===== src/rtl/rvfi_dmem_pkg.sv =====
// rtl/rvfi_dmem_pkg.sv - shared types and address helpers for the RVFI data-memory responder.
package rvfi_dmem_pkg;

   typedef enum logic [1:0] {
      IDLE,
      WAIT,
      RESP
   } state_t;

   // BYTES = XLEN/8
   function automatic int bytes_of(input int xlen);
      return xlen / 8;
   endfunction

   // IDX_W = log2(DEPTH)
   function automatic int idx_w_of(input int depth);
      return (depth > 1) ? $clog2(depth) : 1;
   endfunction

   // Drops byte-offset bits and everything above the word index, so addresses alias modulo DEPTH words.
   function automatic logic [63:0] word_index(input logic [63:0] addr, input int xlen, input int depth);
      return (addr >> $clog2(xlen / 8)) & ((64'd1 << idx_w_of(depth)) - 64'd1);
   endfunction

endpackage


===== src/rtl/rvfi_dmem_ram.sv =====
// rtl/rvfi_dmem_ram.sv - byte-strobed shadow RAM with per-byte written flags and read-before-write port.
module rvfi_dmem_ram
   import rvfi_dmem_pkg::*;
#(
   parameter int         XLEN      = 32,
   parameter int         DEPTH     = 64,
   parameter logic [7:0] INIT_BYTE = 8'h00
) (
   input  logic                        clk,
   input  logic                        resetn,
   input  logic [idx_w_of(DEPTH)-1:0]  idx,
   input  logic                        we,
   input  logic [bytes_of(XLEN)-1:0]   wstrb,
   input  logic [XLEN-1:0]             wdata,
   output logic [XLEN-1:0]             rdata
);

   localparam int NB = bytes_of(XLEN);

   logic [XLEN-1:0] mem     [DEPTH];
   logic [NB-1:0]   written [DEPTH];

   // Never-written bytes read as INIT_BYTE regardless of the underlying storage.
   always_comb begin
      rdata = '0;
      for (int b = 0; b < NB; b++) begin
         rdata[8*b +: 8] = written[idx][b] ? mem[idx][8*b +: 8] : INIT_BYTE;
      end
   end

   always_ff @(posedge clk) begin
      if (we) begin
         for (int b = 0; b < NB; b++) begin
            if (wstrb[b]) mem[idx][8*b +: 8] <= wdata[8*b +: 8];
         end
      end
   end

   always_ff @(posedge clk) begin
      if (!resetn) begin
         for (int i = 0; i < DEPTH; i++) written[i] <= '0;
      end else if (we) begin
         for (int b = 0; b < NB; b++) begin
            if (wstrb[b]) written[idx][b] <= 1'b1;
         end
      end
   end

endmodule


===== src/rtl/rvfi_dmem_responder.sv =====
// rtl/rvfi_dmem_responder.sv - data-memory slave with programmable latency, stall and backpressure.
// Optional range check / rsp_err output enabled by RISCV_FORMAL_DMEM_ERR_EN.
module rvfi_dmem_responder
   import rvfi_dmem_pkg::*;
#(
   parameter int         XLEN      = 32,
   parameter int         DEPTH     = 64,
   parameter int         LATENCY   = 2,
   parameter logic [7:0] INIT_BYTE = 8'h00
`ifdef RISCV_FORMAL_DMEM_ERR_EN
   , parameter longint unsigned LIMIT = DEPTH * XLEN / 8
`endif
) (
   input  logic                      clk,
   input  logic                      resetn,
   input  logic                      req_valid,
   output logic                      req_ready,
   input  logic [XLEN-1:0]           req_addr,
   input  logic [bytes_of(XLEN)-1:0] req_wstrb,
   input  logic [XLEN-1:0]           req_wdata,
   input  logic                      stall,
   output logic                      rsp_valid,
   input  logic                      rsp_ready,
   output logic [XLEN-1:0]           rsp_rdata,
`ifdef RISCV_FORMAL_DMEM_ERR_EN
   output logic                      rsp_err,
`endif
   output logic                      busy
);

   localparam int IW    = idx_w_of(DEPTH);
   localparam int CNT_W = $clog2(LATENCY + 1);

   state_t             state, state_nx;
   logic [CNT_W-1:0]   cnt, cnt_nx;
   logic [IW-1:0]      idx;
   logic [XLEN-1:0]    ram_rdata;
   logic               wr_en;
   logic               accept;
   logic               in_range;

   assign idx  = IW'(word_index(64'(req_addr), XLEN, DEPTH));
   assign busy = (state != IDLE);

`ifdef RISCV_FORMAL_DMEM_ERR_EN
   assign in_range = (64'(req_addr) < 64'(LIMIT));
`else
   assign in_range = 1'b1;
`endif

   rvfi_dmem_ram #(
      .XLEN      (XLEN),
      .DEPTH     (DEPTH),
      .INIT_BYTE (INIT_BYTE)
   ) u_ram (
      .clk    (clk),
      .resetn (resetn),
      .idx    (idx),
      .we     (wr_en),
      .wstrb  (req_wstrb),
      .wdata  (req_wdata),
      .rdata  (ram_rdata)
   );

   always_comb begin
      state_nx  = state;
      cnt_nx    = cnt;
      req_ready = 1'b0;
      rsp_valid = 1'b0;
      wr_en     = 1'b0;
      accept    = 1'b0;
      case (state)
         IDLE: begin
            req_ready = 1'b1;
            if (req_valid) begin
               accept   = 1'b1;
               wr_en    = in_range;
               cnt_nx   = CNT_W'(LATENCY - 1);
               state_nx = (LATENCY == 1) ? RESP : WAIT;
            end
         end
         WAIT: begin
            if (!stall) begin
               cnt_nx = cnt - CNT_W'(1);
               if (cnt == CNT_W'(1)) state_nx = RESP;
            end
         end
         RESP: begin
            rsp_valid = 1'b1;
            if (rsp_ready) state_nx = IDLE;
         end
         default: state_nx = IDLE;
      endcase
   end

   // Response data is captured at acceptance (pre-write contents) and held until the handshake.
   always_ff @(posedge clk) begin
      if (!resetn) begin
         state     <= IDLE;
         cnt       <= '0;
         rsp_rdata <= '0;
`ifdef RISCV_FORMAL_DMEM_ERR_EN
         rsp_err   <= 1'b0;
`endif
      end else begin
         state <= state_nx;
         cnt   <= cnt_nx;
         if (accept) begin
            rsp_rdata <= in_range ? ram_rdata : '0;
`ifdef RISCV_FORMAL_DMEM_ERR_EN
            rsp_err   <= !in_range;
`endif
         end
      end
   end

endmodule


===== config.mk =====
export PLATFORM = sky130hd
export DESIGN_NAME = rvfi_dmem_responder
export DESIGN_NICKNAME = d
export VERILOG_FILES = /design/src/rtl/rvfi_dmem_pkg.sv /design/src/rtl/rvfi_dmem_ram.sv /design/src/rtl/rvfi_dmem_responder.sv
export SDC_FILE = /design/constraint.sdc
export NUM_CORES = 2
export LEC_CHECK = 0
export BUFFER_PORTS_ARGS = -buffer_cell sky130_fd_sc_hd__buf_2
export CAP_MARGIN = 10
export CELL_PAD_IN_SITES_DETAIL_PLACEMENT = 0
export CELL_PAD_IN_SITES_GLOBAL_PLACEMENT = 2
export CORE_MARGIN = 1.5
export CORE_UTILIZATION = 35
export CTS_BUF_LIST = sky130_fd_sc_hd__clkbuf_16
export CTS_CLUSTER_SIZE = 30
export DETAILED_ROUTE_END_ITERATION = 8
export HOLD_SLACK_MARGIN = 0.05
export PLACE_DENSITY_LB_ADDON = 0.1
export SYNTH_ARGS = -nofsm -noshare
export SYNTH_HDL_FRONTEND = slang
export SYNTH_SLANG_ARGS = --single-unit
export TNS_END_PERCENT = 20

===== constraint.sdc =====
create_clock -name clk -period 7.6 [get_ports clk]
set_input_delay 1.52 -clock clk [delete_from_list [all_inputs] [get_ports clk]]
set_output_delay 1.52 -clock clk [all_outputs]
set_load 0.05 [all_outputs]

==> metrics.log <==
[metrics] number of maximum-capacitance constraint violations: 0
[metrics] most common cell after layout, fill and taps aside: sky130_fd_sc_hd__edfxtp_1
[metrics] class of the tightest hold or removal check: flop to flop
[metrics] top library cells by usage in the layout, fill and taps aside: sky130_fd_sc_hd__edfxtp_1 (2048), sky130_fd_sc_hd__nor2_1 (398), sky130_fd_sc_hd__mux2i_1 (306), sky130_fd_sc_hd__dfxtp_1 (292), sky130_fd_sc_hd__clkbuf_16 (289)
[metrics] number of register bits inferred by synthesis: 2340
[metrics] highest net fanout along the worst path: 37
[metrics] worst hold slack across all endpoints: 0.459 ns
[metrics] clk buf depth: 4
[metrics] post-CTS setup buffer count: 0
[metrics] startpoint-to-endpoint class of the critical path: input port to flop
[metrics] Tot Pwr: 27.9 mW
[metrics] hold buffer count at cts: 0
[metrics] PortBufs: 81
[metrics] leakage power total: 33.7 nW
[metrics] required time of the worst setup path: 8.12 ns
[metrics] power density over the cells: 270 nW/um^2
[metrics] Final GP Congestion: 0.761
[metrics] initial core utilization: 35.3%
[metrics] longest individual stage delay on the worst path: 1.05 ns
[metrics] arrival time worst endpoint: 5.24 ns
[metrics] multiplexer share of the synthesized area: 9.25%
[metrics] insertion delay of the later-clocked pin in the worst-skew pair: 0.94 ns
[metrics] horizontal die dimension: 512 um
[metrics] clock edge transition at the registers on the reported setup and hold paths: 0.05 ns
[metrics] fin crit period: 4.72 ns
[metrics] worst path buffer plus inverter count: 1
[metrics] Placement Rows: 186
[metrics] area leader, netlist: sky130_fd_sc_hd__edfxtp_1
[metrics] height of the chip: 512 um
[metrics] post-place setup slack: 1.97 ns
[metrics] area growth from synthesis to layout: 14.1%
[metrics] share of the synthesized area in compound gates (AO/OA/AOI/OAI): 10.9%
[metrics] area fraction in and, or, nand and nor cells after synthesis: 3.41%
[metrics] detailed-placement wirelength estimate: 179 mm
[metrics] combinational family with the most area after synthesis: compound AO/OA/AOI/OAI gates
[metrics] number of DRC markers in iteration 0: 4706
[metrics] Die Footprint: 262000 um^2
[metrics] Slew Limit Fails: 0
[metrics] final-report setup violation count: 0
[metrics] count of flip-flops with a built-in enable after synthesis: 2048
[metrics] number of routed nets with antenna violations: 0
[metrics] adder-cell share of the synthesized area: 0.0138%
[metrics] Num CTS Buffers: 283
[metrics] maximum vdd ir drop: 0.260 mV
[metrics] count of cell types in the netlist: 60
[metrics] initial antenna violation count: 19
[metrics] global-route usage over all layers: 23.3%
[metrics] share of the clock period used by the worst path: 62.1%
[metrics] total number of nets in the final design: 5715
[metrics] synthesized area per cell: 16.5 um^2
[metrics] number of I/O pins: 108
[metrics] Core Util, Final: 40.2%
[metrics] H-Tree Depth: 5
[metrics] proportion of synthesized chip area in sequential cells: 74.2%
[metrics] vias per cell: 5.64
[metrics] Synth warnings: 0
[metrics] share of synthesized registers carrying an async set or reset: 0%
[metrics] Syn Inst Count: 5488
[metrics] xor and xnor fraction of the mapped netlist area: 0%
[metrics] predominant post-synthesis flop cell: sky130_fd_sc_hd__edfxtp_1
[metrics] number of gates resized after cts: 0
[metrics] Clock Tree Root: sky130_fd_sc_hd__clkbuf_16
[metrics] area of the mapped netlist: 90800 um^2
[metrics] element type at the critical path end: flop
[metrics] Tightest Pin Transition: 1.27 ns
[metrics] result of the run: finished, final reports clean
[metrics] fraction of synthesized cell area taken by the top area cell type: 67.8%
[metrics] count of unresolved DRC violations after routing: 0
[metrics] cell at the slowest stage of the critical path: sky130_fd_sc_hd__nor2_1
[metrics] Routed Wire Length: 312 mm
[metrics] number of nets produced by synthesis: 5562
[metrics] clock tree from TritonCTS: yes
[metrics] series of cell instances along the critical path: buf_8 -> nand2b_1 -> nor2_2 -> nand2_1 -> nor2_1
[metrics] average wire per standard cell: 33.7 um
[metrics] largest net degree at the start of global routing: 112
[metrics] total number of vias: 52100
[metrics] setup repair after global routing missed its margin: no
[metrics] core area: 257000 um^2
[metrics] gate family responsible for the most delay along the worst path: simple AND/OR/NAND/NOR gates
[metrics] final hold violation count: 0
[metrics] element type at the critical path start: input port
[metrics] fraction of layout cells with a size suffix above 1: 16.8%
[metrics] final worst-path setup slack: 2.88 ns
[metrics] aggregate negative setup slack: 0 ns
[metrics] first-pass GRT wire length: 430 mm
[metrics] relative slew slack: 15.3%
[metrics] cell types occupying the most area after synthesis: sky130_fd_sc_hd__edfxtp_1 (68%), sky130_fd_sc_hd__dfxtp_1 (6.4%), sky130_fd_sc_hd__mux2i_1 (3.4%), sky130_fd_sc_hd__mux4_2 (3.3%), sky130_fd_sc_hd__mux2_2 (2.5%)
[metrics] number of global-route vias before repair: 51600
[metrics] CTS sink cnt: 2340
[metrics] Filler cells: 23600
[metrics] Max Clock Skew: 0.0379 ns
[metrics] Max Fclk: 212 MHz
[metrics] detailed-routing iteration count for the pre-antenna-repair pass: 8
[metrics] remaining global-route overflow: 0
## Yosys cell counts (5+ instances only)
cell type,count
sky130_fd_sc_hd__nor4_1,8
sky130_fd_sc_hd__nor2b_1,12
sky130_fd_sc_hd__buf_6,20
sky130_fd_sc_hd__o21ai_0,141
sky130_fd_sc_hd__a221o_1,21
sky130_fd_sc_hd__a211o_1,5
sky130_fd_sc_hd__a2111oi_0,6
sky130_fd_sc_hd__nand3b_1,18
sky130_fd_sc_hd__nor2_1,408
sky130_fd_sc_hd__a211oi_1,28
sky130_fd_sc_hd__buf_1,44
sky130_fd_sc_hd__or4_1,5
sky130_fd_sc_hd__buf_2,160
sky130_fd_sc_hd__a21oi_1,123
sky130_fd_sc_hd__nand2_1,251
sky130_fd_sc_hd__nor3_1,6
sky130_fd_sc_hd__o22ai_1,114
sky130_fd_sc_hd__a32o_1,13
sky130_fd_sc_hd__edfxtp_1,2048
sky130_fd_sc_hd__o2bb2ai_1,12
sky130_fd_sc_hd__o221ai_1,20
sky130_fd_sc_hd__a221oi_1,187
sky130_fd_sc_hd__o211ai_1,75
sky130_fd_sc_hd__a222oi_1,7
sky130_fd_sc_hd__nand2b_1,5
sky130_fd_sc_hd__and3_1,11
sky130_fd_sc_hd__mux4_2,134
sky130_fd_sc_hd__mux2_2,204
sky130_fd_sc_hd__clkbuf_1,119
sky130_fd_sc_hd__and2_1,6
sky130_fd_sc_hd__buf_4,54
sky130_fd_sc_hd__nand3_1,7
sky130_fd_sc_hd__mux2i_1,306
sky130_fd_sc_hd__a32oi_1,24
sky130_fd_sc_hd__o21a_1,258
sky130_fd_sc_hd__a31oi_1,18
sky130_fd_sc_hd__dfxtp_1,292
sky130_fd_sc_hd__o22a_1,11
sky130_fd_sc_hd__a2bb2oi_1,8
sky130_fd_sc_hd__a22o_1,101
sky130_fd_sc_hd__a22oi_1,162
sky130_fd_sc_hd__inv_1,6
## worst reg2reg max path, stage by stage (launching register included)
cell	delay (ns)
sky130_fd_sc_hd__dfxtp_1	0.35
sky130_fd_sc_hd__nor2_1	0.12
sky130_fd_sc_hd__buf_4	0.25
sky130_fd_sc_hd__and3_1	0.92
sky130_fd_sc_hd__nand2_1	0.69
sky130_fd_sc_hd__nor2_1	1.12
## stage by stage
| step | std cells | cell area [um^2] |
|---|---|---|
| 2_1_floorplan | 5488 | 90800 |
| 6_report | 9235 | 104000 |
| 3_3_place_gp | 8739 | 95200 |
| 4_1_cts | 9229 | 104000 |
| 3_5_place_dp | 8739 | 95200 |
| 5_1_grt | 9232 | 104000 |
## per-layer routing
layer  GRT usage (%)  wire (um)  vias up
met5               0          0        -
met4            4.52       5220        0
met3            3.25      14600      351
met2            37.8     148000     1409
met1            33.5     143000    28000
li1                -          -    22300
## layout make-up
cell class	count	area, um^2	area share [%]
sequential	2340	67300	65.0
tap	3384	4230	4.09
timing repair buffer	265	2040	1.97
multi-input combinational	2745	21500	20.8
antenna	5	12.5	0.0121
clock buffer	289	7230	6.98
clock inverter	201	1110	1.07
inverter	6	35.0	0.0338
## logic make-up (layout without fill, tap and decap cells)
kind of cell / count (synthesis) / in the layout
buffers and inverters: 403 / 761
multiplexers: 645 / 645
AO/OA/AOI/OAI: 1346 / 1346
AND/OR/NAND/NOR: 753 / 753
adder cells (fa/ha/maj): 1 / 1
other: 0 / 5
flip-flops: 2340 / 2340
## power by group
| part | internal [mW] | switching, mW | total, mW | leakage, nW |
|---|---|---|---|---|
| logic | 0.402 | 1.12 | 1.52 | 8.45 |
| registers | 14.0 | 0.00823 | 14.0 | 20.8 |
| clock network | 7.17 | 5.22 | 12.4 | 4.44 |
| total | 21.6 | 6.35 | 27.9 | 33.7 |
## sequential cells by signal (all words and copies together), names as in the netlist
signal         flops
cnt                2
state              2
rsp_rdata         32
u_ram.mem       2048
u_ram.written    256
## final timing paths
path,from,end,slack [ns],depth (start not counted)
setup reg to reg,state[1]$_SDFFE_PN0P_,u_ram.mem[0][9]$_DFFE_PP_,3.75,5
hold reg to reg,u_ram.written[24][1]$_DFF_P_,u_ram.written[24][1]$_DFF_P_,0.46,1
hold / removal,u_ram.written[24][1]$_DFF_P_,u_ram.written[24][1]$_DFF_P_,0.46,1
setup / recovery,req_addr[3],u_ram.mem[26][6]$_DFFE_PP_,2.88,5
Power figures use the tool's default switching activity.
